### src/rtl/seg7_scan_driver.sv
// Four-digit multiplexed 7-segment scanner with frame-aligned word commit, blanking guard and leading-zero suppression.
// Latency: outputs registered, one cycle behind timer/index/shown; no backpressure, load is always accepted.
module seg7_scan_driver #(
  parameter int SCAN_PERIOD  = 120000,
  parameter int BLANK_CYCLES = 16
) (
  input  logic        clk,
  input  logic        reset,
  input  logic [15:0] value,
  input  logic        load,
  input  logic        blank_lz,
  output logic [3:0]  digit_anode,
  output logic [6:0]  segments,
  output logic        pending,
  output logic        frame
);

  localparam int TW = $clog2(SCAN_PERIOD);
  localparam logic [TW-1:0] LAST  = TW'(SCAN_PERIOD - 1);
  localparam logic [TW-1:0] BLANK = TW'(BLANK_CYCLES);

  logic [TW-1:0] timer;
  logic [1:0]    index;
  logic [15:0]   shown;
  logic [15:0]   pend_word;
  logic          pend_valid;

  logic          wrap;
  logic          commit;
  logic          in_blank;
  logic [3:0]    nib;
  logic          lead_zero;
  logic [6:0]    hex_seg;
  logic [6:0]    seg_nxt;
  logic [3:0]    anode_nxt;

  assign wrap     = (timer == LAST);
  assign commit   = wrap && (index == 2'd3);
  assign in_blank = (timer < BLANK);
  assign pending  = pend_valid;

  // lead_zero: this digit and every digit to its left are zero
  always_comb begin
    nib       = 4'h0;
    lead_zero = 1'b0;
    case (index)
      2'd0: begin nib = shown[15:12]; lead_zero = (shown[15:12] == 4'h0); end
      2'd1: begin nib = shown[11:8];  lead_zero = (shown[15:8]  == 8'h00); end
      2'd2: begin nib = shown[7:4];   lead_zero = (shown[15:4]  == 12'h000); end
      default: begin nib = shown[3:0]; lead_zero = 1'b0; end
    endcase
  end

  always_comb begin
    hex_seg = 7'b0000000;
    case (nib)
      4'h0: hex_seg = 7'b1111110;
      4'h1: hex_seg = 7'b0110000;
      4'h2: hex_seg = 7'b1101101;
      4'h3: hex_seg = 7'b1111001;
      4'h4: hex_seg = 7'b0110011;
      4'h5: hex_seg = 7'b1011011;
      4'h6: hex_seg = 7'b1011111;
      4'h7: hex_seg = 7'b1110000;
      4'h8: hex_seg = 7'b1111111;
      4'h9: hex_seg = 7'b1111011;
      4'hA: hex_seg = 7'b1110111;
      4'hB: hex_seg = 7'b0011111;
      4'hC: hex_seg = 7'b1001110;
      4'hD: hex_seg = 7'b0111101;
      4'hE: hex_seg = 7'b1001111;
      default: hex_seg = 7'b1000111;
    endcase
  end

  always_comb begin
    anode_nxt = 4'b1111;
    seg_nxt   = 7'b0000000;
    if (!in_blank) begin
      anode_nxt = ~(4'b1000 >> index);
      seg_nxt   = (blank_lz && lead_zero) ? 7'b0000000 : hex_seg;
    end
  end

  always_ff @(posedge clk or negedge reset) begin
    if (!reset) begin
      timer       <= '0;
      index       <= 2'd0;
      shown       <= 16'h0000;
      pend_word   <= 16'h0000;
      pend_valid  <= 1'b0;
      digit_anode <= 4'b1111;
      segments    <= 7'b0000000;
      frame       <= 1'b0;
    end else begin
      timer <= wrap ? '0 : timer + TW'(1);
      if (wrap) index <= index + 2'd1;
      if (commit && pend_valid) shown <= pend_word;
      // a load on the commit edge stays pending for the following frame
      if (load) begin
        pend_word  <= value;
        pend_valid <= 1'b1;
      end else if (commit) begin
        pend_valid <= 1'b0;
      end
      frame       <= commit;
      digit_anode <= anode_nxt;
      segments    <= seg_nxt;
    end
  end

endmodule

### config.mk
export PLATFORM = sky130hd
export DESIGN_NAME = seg7_scan_driver
export DESIGN_NICKNAME = d
export VERILOG_FILES = /design/src/rtl/seg7_scan_driver.sv
export SDC_FILE = /design/constraint.sdc
export NUM_CORES = 1
export LEC_CHECK = 0
export ABC_CLOCK_PERIOD_IN_PS = 3950
export BUFFER_PORTS_ARGS = -buffer_cell sky130_fd_sc_hd__buf_2
export CORE_UTILIZATION = 53
export DETAILED_ROUTE_END_ITERATION = 10
export PLACE_DENSITY_LB_ADDON = 0.12
export SLEW_MARGIN = 20
export SYNTH_ARGS = -nofsm -noshare
export SYNTH_HDL_FRONTEND = slang
export SYNTH_SLANG_ARGS = --single-unit
### constraint.sdc
create_clock -name clk -period 3.95 [get_ports clk]
set_input_delay 0.79 -clock clk [delete_from_list [all_inputs] [get_ports clk]]
set_output_delay 0.79 -clock clk [all_outputs]
set_load 0.005 [all_outputs]
==> impl_metrics.env <==
export IMPL_routed_wl_um=5100
export IMPL_grt_max_degree=41
export IMPL_slew_headroom_pct=42.6
export IMPL_drc=0
export IMPL_ir_worst_vdd_mv=0.241
export IMPL_cellPowerDensity_nw_per_um2=369
export IMPL_hold_viol=0
export IMPL_post_synth_top_count_cell="dfrtp_1"
export IMPL_synth_seq_cells=64
export IMPL_clock_sinks=64
export IMPL_pin_count=33
export IMPL_grt_first_pass_wirelength_um=8940
export IMPL_synth_fa_ha_area_share_pct=5.05
export IMPL_antenna_found_initial=0
export IMPL_layout_nets=310
export IMPL_dieArea_um2=5910
export IMPL_drv_slew=0
export IMPL_area_growth_syn_to_layout_pct=13.5
export IMPL_ctsResizeCount=0
export IMPL_fp_row_count=26
export IMPL_clkTransAtPathRegs_ps=70
export IMPL_syn_area_um2=2970
export IMPL_clockRootBuffer="clkbuf_8"
export IMPL_leakagePower_nw=1.62
export IMPL_fin_ws_ps=1400
export IMPL_rr_worst_depth=10
export IMPL_clkLatencyLatePin_ps=330
export IMPL_setup_viol=0
export IMPL_hold_class="register to register"
export IMPL_die_h_um=76.9
export IMPL_wl_met2_um=2320
export IMPL_endpoint_kind="register"
export IMPL_synth_mux_area_fraction_pct=15.8
export IMPL_whs_path_depth=1
export IMPL_hold_start="timer[0]"
export IMPL_syn_num_nets=273
export IMPL_crit_type="register to register"
export IMPL_synth_top_family_by_area="multiplexers"
export IMPL_htreeDepth=3
export IMPL_postSynthAreaPerCell_um2=12.3
export IMPL_dp_slack_ps=1420
export IMPL_place_hpwl_um=3530
export IMPL_rrSetupSlack_ps=1400
export IMPL_clk_path_buf_depth=2
export IMPL_synth_edf_count=0
export IMPL_yosysTopAreaCell="dfrtp_1"
export IMPL_wl_met3_um=235
export IMPL_synth_xor_area_share_pct=4.42
export IMPL_diodes=0
export IMPL_antenna_left=0
export IMPL_cp_slowest_stage_delay_ps=410
export IMPL_synthCells=241
export IMPL_first_pass_iters=4
export IMPL_cts_setup_buffers=0
export IMPL_fmax_ghz=0.392
export IMPL_r2r_end="segments[3]"
export IMPL_synth_simple_gate_area_share_pct=12.0
export IMPL_cp_cell_sequence="inv_1 -> ha_1 -> a222oi_1 -> mux2i_1 -> inv_1 -> ha_1 -> and3_1 -> a311oi_1 -> o21ai_0 -> a21oi_1"
export IMPL_whs_endpoint="timer[0]"
export IMPL_place_gp_congestion=0.788
export IMPL_start_util_pct=56.7
export IMPL_worstMarginPinSlew_ps=862
export IMPL_tns_ps=0
export IMPL_worstPathRequired_ps=4200
export IMPL_postCtsHoldBufs=0
export IMPL_synth_common_cells="dfrtp_1 (60), mux2_2 (23), nor2_1 (16), inv_1 (13)"
export IMPL_met1Wirelength_um=2490
export IMPL_synth_cell_types=41
export IMPL_synth_seq_area_share_pct=54.1
export IMPL_arrival_ps=2800
export IMPL_grt_pass1_vias=1850
export IMPL_startpoint_type="register"
export IMPL_placement_io_buffers=32
export IMPL_routed_via_count=1910
export IMPL_async_reset_ff_share_pct=100
export IMPL_wl_per_cell_um=14.4
export IMPL_timing_final_crit_share_pct=64.6
export IMPL_synth_flop_cell="dfrtp_1"
export IMPL_status="completed"
export IMPL_core_um2=5240
export IMPL_synth_area_top_cells="dfrtp_1 (51%), mux2_2 (8.7%), ha_1 (5.1%), mux2_4 (5.1%), dfstp_2 (3.5%)"
export IMPL_tritoncts="built"
export IMPL_top_layer="met4"
export IMPL_grt_usage_pct=20.0
export IMPL_initialDrtViolationCount=101
export IMPL_numCtsBuffers=9
export IMPL_drive_gt1_share_pct=31.1
export IMPL_critPathMaxFanout=6
export IMPL_cp_slowest_cell="dfrtp_1"
export IMPL_vias_per_cell=5.41
export IMPL_die_w_um=76.9
export IMPL_rsz0062_at_grt="false"
export IMPL_grt_ovfl_total=0
export IMPL_yosysTopAreaCellShare_pct=50.5
export IMPL_timing_rr_start="index[0]"
export IMPL_ys_warn_count=0
export IMPL_maxCapViolCount=0
export IMPL_skew_ps=6.03
export IMPL_synth_compound_area_share_pct=5.69
export IMPL_period_needed_ps=2550
per-stage QoR:
stage	total power, mW	instances	cell area [µm²]	util, %	hold WS, ps
finish	1.24	353	3370	64.4	453
global route	1.30	353	3370	64.4	468
CTS	1.26	353	3370	64.4	457
detailed placement	0.748	337	3190	60.8	448
global placement	0.746	337	3190	60.8	437
floorplan	0.717	241	2970	-	424
how the worst max path moves through the flow:
stage | startpoint | end | slack [ps] | depth (start not counted)
5_1_grt | index[0] | segments[3] | 990 | 10
6_report | index[0] | segments[3] | 1400 | 10
3_5_place_dp | index[0] | segments[3] | 1420 | 10
2_1_floorplan | index[0] | segments[3] | 1740 | 9
3_3_place_gp | index[0] | segments[3] | 1450 | 10
4_1_cts | index[0] | segments[3] | 1390 | 10
per-layer routing:
| layer | GRT usage (%) | up-vias |
|---|---|---|
| li1 | - | 920 |
| met1 | 27.5 | 940 |
| met2 | 29.4 | 46 |
| met3 | 6.19 | 4 |
| met4 | 8.08 | 0 |
| met5 | 0 | - |
worst max-delay path: cells and delay by family, from the launching register on:
kind,cells,cell delay [ps]
compound gates,4,610
fa+ha+maj,2,540
simple gates,1,180
buf+inv,2,320
mux,1,410
flops,1,410
cells by family after synthesis:
family,Yosys count
AND/OR/NAND/NOR,67
XOR/XNOR,15
AO/OA/AOI/OAI,24
flip-flops,64
adder cells (fa/ha/maj),12
multiplexers,39
buffers and inverters,20
cells in the final DEF (no fill, tap or decap), drive strengths merged:
cell     n
inv     13
and2     1
nand3    9
clkinv   3
a21o     1
nand4    2
a221oi   2
clkbuf  13
a22o     1
nand3b   1
buf     33
mux2i    6
nor3     5
o221ai   1
or3      2
dfrtp   60
or4      2
nor2b    3
o22ai    1
a222oi   3
o21bai   1
nor4     6
xor2     6
o21ai    4
nor2    17
dfstp    4
nand2   12
ha      12
xnor2    9
a311oi   2
mux2    33
a22oi    2
a21oi    6
and3     7
final cells by class:
| type | instances | area [µm²] |
|---|---|---|
| clock inverter | 3 | 15.0 |
| multi-input combinational | 157 | 1280 |
| fill | 421 | 1870 |
| sequential | 64 | 1610 |
| timing repair buffer | 33 | 168 |
| clock buffer | 13 | 169 |
| inverter | 13 | 48.8 |
| tap | 70 | 87.6 |
flip-flops by register name (all words and copies together) (netlist names):
signal	flops
pending	1
frame	1
segments	7
shown	16
timer	17
digit_anode	4
pend_word	16
index	2
report_power, final:
group	internal, mW	switching [mW]	total, mW
Sequential	0.675	0.00873	0.684
Clock	0.276	0.234	0.510
Combinational	0.0254	0.0241	0.0495
Note: power is estimated with default switching activity, not from simulation.
